--- config.mk ---
export PLATFORM = sky130hd
export DESIGN_NAME = matrix_mem_sequencer
export DESIGN_NICKNAME = d
export VERILOG_FILES = /design/src/rtl/matrix_mem_sequencer.sv
export SDC_FILE = /design/constraint.sdc
export NUM_CORES = 1
export LEC_CHECK = 0
export BUFFER_PORTS_ARGS = -buffer_cell sky130_fd_sc_hd__buf_2
export CAP_MARGIN = 40
export CORE_AREA = 2 2 231 233
export CTS_CLUSTER_DIAMETER = 50
export DETAILED_ROUTE_END_ITERATION = 8
export DIE_AREA = 0 0 233 235
export HOLD_SLACK_MARGIN = 0.02
export PLACE_DENSITY = 0.44
export SLEW_MARGIN = 20
export SYNTH_ARGS = -nofsm -noshare
export SYNTH_HDL_FRONTEND = slang
export SYNTH_SLANG_ARGS = --single-unit
--- constraint.sdc ---
create_clock -name CLK -period 2.68 [get_ports CLK]
set_input_delay 0.268 -clock CLK [delete_from_list [all_inputs] [get_ports CLK]]
set_output_delay 0.268 -clock CLK [all_outputs]
set_load 0.01 [all_outputs]
--- src/rtl/matrix_mem_sequencer.sv ---
// Row sequencer for ld.m / st.m: splits one matrix transfer into DIM strided row
// transactions between the data memory port and the matrix register file.
module matrix_mem_sequencer #(
  parameter int DIM    = 4,
  parameter int WORD_W = 32,
  localparam int RW    = (DIM > 1) ? $clog2(DIM) : 1,
  localparam int DW    = DIM * WORD_W
) (
  input  logic          CLK,
  input  logic          nRST,
  input  logic          start,
  input  logic          is_store,
  input  logic [3:0]    matrix_rd,
  input  logic [31:0]   base_addr,
  input  logic [3:0]    stride,
  output logic          busy,
  output logic          done,
  output logic          mem_req,
  output logic          mem_wen,
  output logic [31:0]   mem_addr,
  output logic [DW-1:0] mem_wdata,
  input  logic          mem_ready,
  input  logic [DW-1:0] mem_rdata,
  output logic          mrf_wen,
  output logic          mrf_ren,
  output logic [3:0]    mrf_idx,
  output logic [RW-1:0] mrf_row,
  output logic [DW-1:0] mrf_wdata,
  input  logic [DW-1:0] mrf_rdata
);

  // state  | meaning
  // IDLE   | waiting for start
  // LD_REQ | memory row read pending, row written to register file on mem_ready
  // ST_RD  | register file row read issued
  // ST_REQ | memory row write pending
  // DONE   | one-cycle completion pulse
  typedef enum logic [2:0] {IDLE, LD_REQ, ST_RD, ST_REQ, DONE} state_e;

  state_e          state_q, state_d;
  logic [RW-1:0]   row_q, row_d;
  logic            store_q, store_d;
  logic [3:0]      idx_q, idx_d;
  logic [31:0]     base_q, base_d;
  logic [31:0]     pitch_q, pitch_d;
  logic [DW-1:0]   wdata_q, wdata_d;
  logic            first_q, first_d;
  logic            last_row;

  assign last_row  = (row_q == RW'(DIM - 1));
  assign mem_addr  = base_q + (32'(row_q) * pitch_q);
  assign mrf_idx   = idx_q;
  assign mrf_row   = row_q;
  assign mrf_wdata = mem_rdata;
  assign busy      = (state_q != IDLE);

  always_ff @(posedge CLK or negedge nRST) begin
    if (!nRST) begin
      state_q <= IDLE;
      row_q   <= '0;
      store_q <= 1'b0;
      idx_q   <= '0;
      base_q  <= '0;
      pitch_q <= '0;
      wdata_q <= '0;
      first_q <= 1'b0;
    end else begin
      state_q <= state_d;
      row_q   <= row_d;
      store_q <= store_d;
      idx_q   <= idx_d;
      base_q  <= base_d;
      pitch_q <= pitch_d;
      wdata_q <= wdata_d;
      first_q <= first_d;
    end
  end

  always_comb begin
    state_d   = state_q;
    row_d     = row_q;
    store_d   = store_q;
    idx_d     = idx_q;
    base_d    = base_q;
    pitch_d   = pitch_q;
    wdata_d   = wdata_q;
    first_d   = 1'b0;
    done      = 1'b0;
    mem_req   = 1'b0;
    mem_wen   = 1'b0;
    mrf_wen   = 1'b0;
    mrf_ren   = 1'b0;
    mem_wdata = wdata_q;

    case (state_q)
      IDLE: begin
        if (start) begin
          store_d = is_store;
          idx_d   = matrix_rd;
          base_d  = base_addr;
          pitch_d = (stride == 4'd0) ? 32'(4 * DIM) : {26'd0, stride, 2'b00};
          row_d   = '0;
          state_d = is_store ? ST_RD : LD_REQ;
        end
      end
      LD_REQ: begin
        mem_req = 1'b1;
        mrf_wen = mem_ready;
        if (mem_ready) begin
          if (last_row) state_d = DONE;
          else          row_d   = row_q + RW'(1);
        end
      end
      ST_RD: begin
        mrf_ren = 1'b1;
        first_d = 1'b1;
        state_d = ST_REQ;
      end
      ST_REQ: begin
        mem_req = 1'b1;
        mem_wen = 1'b1;
        // Register file data arrives in the first ST_REQ cycle; pass it through
        // and capture it so the row stays stable for the rest of the request.
        if (first_q) begin
          mem_wdata = mrf_rdata;
          wdata_d   = mrf_rdata;
        end
        if (mem_ready) begin
          if (last_row) begin
            state_d = DONE;
          end else begin
            row_d   = row_q + RW'(1);
            state_d = ST_RD;
          end
        end
      end
      DONE: begin
        done    = 1'b1;
        state_d = IDLE;
      end
      default: state_d = IDLE;
    endcase
  end

endmodule

== Word level (Yosys, flattened, before mapping) ==
Index checks and enable logic that the tools add are counted.
Storage, ports and cells
  output and inout bits: 300
  input bits: 301
  logic and storage cells: 48
  bits in registers: 202
Operators by class
  reduce and logical (&&, ||, !) cells: 8
  add/subtract/negate cells: 2
  multiplexer cells: 19
  equality and inequality tests: 11
  multiply operators: 1
Operators with widths (count)
  128-bit 2-to-1 mux: 2
  32-bit adder: 1
  2-bit by 32-bit multiplier with 32-bit output: 1
  3-bit 2-to-1 mux: 5
  3-bit case mux with 4 select lines: 1
  2-bit inequality test, second input constant: 5
  2-bit 2-to-1 mux: 4
  4-bit AND reduction: 2
  3-bit by 2-bit equality test with 1-bit output, second input constant: 2
  6-bit 2-to-1 mux: 1
  1-bit 2-to-1 mux: 5
  4-bit zero test: 1
  2-bit case mux with 2 select lines: 1
  3-bit by 1-bit equality test with 1-bit output, second input constant: 1
  3-bit equality test, second input constant: 1
  3-bit zero test: 1
  3-bit nonzero test: 1
  2-bit by 1-bit adder with 2-bit output, second input constant: 1
  2-bit equality test, second input constant: 1
  2-bit by 1-bit inequality test with 1-bit output, second input constant: 1
  2-bit AND reduction: 1
  2-bit nonzero test: 1
  2-bit OR reduction: 1

== Depth between registers and ports, before layout ==
  word-level depth: 4
  depth in mapped cells: 10
  gate-level depth less buffers: 9

== Worst setup path before layout ==
OpenSTA, ideal clock, no wires.
  kind: register to output
  start point: register row_q[1] (netlist: mrf_row[1])
  end point: output port mem_addr[27]
  cell stages (with the launch flop): 10
  data arrival time: 2591 ps
  data required time: 2412 ps
  buffers on the path: 0
  path slack: -179 ps
  path through: dfrtp_1 > and2_1 > fa_1 > ha_1 > fa_1 > a211oi_1 > o21bai_1 > nand2b_1 > nand2b_1 > xnor2_1
Between the ends
  longest elaborated chain between the ends: 2
RTL lines
  start, declared: line 41  | logic [RW-1:0] row_q, row_d;
  start signal, assigned: line 69  | row_q <= row_d;
  2-bit by 32-bit multiplier with 32-bit output: line 51  | assign mem_addr = base_q + (32'(row_q) * pitch_q);
  32-bit adder: line 51
  end, declared: line 20  | output logic [31:0] mem_addr,
Every way passes these cells.

== Final worst setup path ==
Ends and elaborated chain as after synthesis.

==> qor.csv <==
metric,value,unit
status,"finished, violations left",
violations,setup timing,
place_congestion,0.731,
whs,0.0528,ns
route.detailed.drc,0,
syn_area,0.00837,mm²
synth_top_area_frac,0.520,
fin_crit,3.27,ns
ys_warn_count,0,
crit_type,reg -> out,
synth-compound-area-share,0.0127,
setup_ws,-0.588,ns
powerDensity,1020,mW/mm²
grt_overflow,0,
path_buf_inv,2,
report.power.total,13.0,mW
dp_cells,1537,
pre_cts_ws,-0.137,ns
vias_per_cell,3.50,
max_stage_delay,0.45,ns
drt-total-wl,25200,µm
syn_to_final_growth,51.8,%
initial_core_util,0.160,
drv_slew,0,
path_max_fanout,6,
fin_util,0.243,
swShare,0.352,
placed_area,0.0101,mm²
min_period_over_period,1.22,
hp-class,in -> reg,
fin_worst_skew,0.0140,ns
drtIter0Drc,124,
antenna_found_initial,0,
tns,-12.18,ns
slowest_stage,fa_1,
fin_area,0.0127,mm²
layout-drive-gt1-share,0.573,
firstDrtPassIters,4,
track_usage,0.0924,
clk_path_buf_depth,2,
p_int,8.42,mW
peakVddDrop,0.000491,V
crit_chain,and2_4 > fa_1 > ha_2 > fa_2 > a211oi_2 > o21bai_2 > buf_4 > nand2b_4 > nand2b_4 > xnor2_2 > buf_2,
setup_viol,27,
nets,1358,
fmax,306,MHz
yosys.area_share.simple,0.0513,
synth.area.mux_share,0.223,
die_h,235,µm
synth_edf_count,0,
dieArea,0.0548,mm²
grt_max_degree,73,
rows,84,
p_leak,5.84,nW
p_seq_frac,0.346,
wl_per_cell,14.4,µm
numPortBuffers,344,
cp-start-kind,register,
cts_buffers,17,
ys_ff_latch,174,
cts_tree,done,
grt_pass1_wl,37500,µm
cts-root-buf,clkbuf_16,
arrival,3.00,ns
ys_types,39,
ios,601,
hpwl,18200,µm
synth-adder-area-share,0.0215,
yosysSeqAreaShare,0.520,
avgSynthCellArea,13.4,µm²
required,2.41,ns
grt_pass1_vias,6671,
power.share.clock,0.196,
rsz0062_at_grt,yes,
clock_sinks,174,
postSynth.asyncResetShare,1.00,
hold_violations,0,
synth_area_leader_cell,dfrtp_1,
pwr-share-comb,0.458,
antenna_cells,0,
final_cells,1746,
syn_inst,626,
vias,6106,
worst_pin_slew,0.650,ns
fp.dieW,233,µm
syn_nets,939,
clk_latency,0.48,ns
postRouteAntennaNets,0,
path_clk_slew,0.07,ns
switching_power,4.58,mW
core,0.0522,mm²
cpMostUsedCell,nand2b_4,
synth_xor_area_frac,0.0283,
slew_headroom,0.567,
end_kind,output pin,
htree_num_levels,4,
synth_top_family_by_area,multiplexers,
crit_family,adder cells,
ys_top_cells_by_area,"dfrtp_1 52%, mux2_2 20%, buf_4 12%",
maxCapViolations,0,
synth_ff_type,dfrtp_1,
cell type report:
class / instances / area, µm²
clock buffers: 21 / 460
fillers: 5536 / 39500
multi-input cells: 296 / 2960
flip-flops and latches: 174 / 4360
well taps: 688 / 861
repair buffers: 550 / 3900
clock inverters: 11 / 134
inverters: 6 / 22.5
timing repair:
action	4_1_cts	5_1_grt
endpoints found under the hold margin	223	0
pin swaps	11	3
hold buffers	158	0
resized for setup	22	10
setup buffers	13	4
gates cloned	3	0
setup endpoints to repair	83	58
synthesized netlist by cell type (all sizes together), types with 2 or more instances:
master    n
dfrtp   174
mux2    166
buf     148
nand2    17
nor2     17
xnor2    16
xor2     11
nand3    10
and2      8
ha        8
a21oi     6
inv       6
fa        4
nand4     4
and4      3
nor3b     3
o21ai     3
a211oi    2
a21o      2
clkbuf    2
nand2b    2
nor2b     2
nor3      2
nor4      2
final timing paths:
check | endpoint | start | slack (ns) | depth (start not counted)
max in group asynchronous | wdata_q[22] | nRST | 1.61 | 3
min in group asynchronous | base_q[26] | nRST | 0.42 | 2
max | mem_addr[27] | mrf_row[1] | -0.59 | 11
min reg2reg | wdata_q[13] | wdata_q[13] | 0.49 | 1
min | wdata_q[124] | mrf_rdata[124] | 0.05 | 2
max reg2reg | pitch_q[2] | state_q[0] | 0.82 | 5
kinds of logic after synthesis:
group	count (synthesis)
xor+xnor	27
buf+inv	156
mux	166
compound gates	17
simple gates	74
flops	174
fa+ha+maj	12
layer usage:
layer	wire length, µm	global-route usage	vias up	part of all wire
li1	-	-	2822	-
met1	8890	0.0859	2937	0.35
met3	2210	0.0416	97	0.088
met5	0	0	-	0
met4	1500	0.0720	0	0.060
met2	12500	0.157	250	0.50
cell usage in the layout (no fill, tap or decap), types with 2 or more instances in the layout:
cell type / Yosys / final
buf_16: 0 / 3
clkbuf_1: 2 / 2
nand4_1: 3 / 3
clkbuf_8: 0 / 3
buf_4: 135 / 31
a21oi_2: 0 / 4
nand3_1: 9 / 9
inv_6: 0 / 2
mux2_1: 17 / 17
nand2_1: 17 / 15
xnor2_2: 0 / 2
inv_1: 6 / 5
a21o_1: 2 / 2
fa_1: 4 / 3
nor2_1: 16 / 13
nor3b_1: 3 / 2
xor2_1: 11 / 11
mux2_2: 149 / 149
dfrtp_2: 0 / 2
clkbuf_16: 0 / 17
clkinv_4: 0 / 5
a21oi_1: 6 / 2
and2_4: 0 / 3
dfrtp_1: 174 / 172
ha_1: 8 / 6
buf_6: 13 / 5
bufbuf_16: 0 / 2
nor2_4: 1 / 2
nand2b_4: 0 / 2
bufinv_16: 0 / 2
nor2_2: 0 / 2
nor4_4: 0 / 2
and4_4: 2 / 2
buf_2: 0 / 342
xnor2_1: 16 / 14
dlygate4sd3_1: 0 / 158
buf_12: 0 / 8
o21ai_0: 3 / 3
and2_1: 8 / 5
registers in the layout (all words and copies together), names as in the netlist:
signal / flops
pitch_q: 4
wdata_q: 128
mrf_row: 2
mrf_idx: 4
base_q: 32
first_q: 1
state_q: 3
worst register-to-register path: cells and delay by family, from the launching register on:
kind	cells	cell delay (ns)
DFF	1	0.41
and+or+nand+nor	2	0.53
buffers and inverters	2	0.40
muxes	1	0.41
power by group through the flow:
stage               clock network (mW)  registers, mW  logic, mW
global route                      2.79           4.66       6.53
CTS                               2.68           4.51       6.04
global placement                     0           4.52       5.54
floorplan                            0           4.38       3.42
detailed placement                   0           4.56       5.55
finish                            2.55           4.50       5.96
Note: power is estimated with default switching activity, not from simulation.
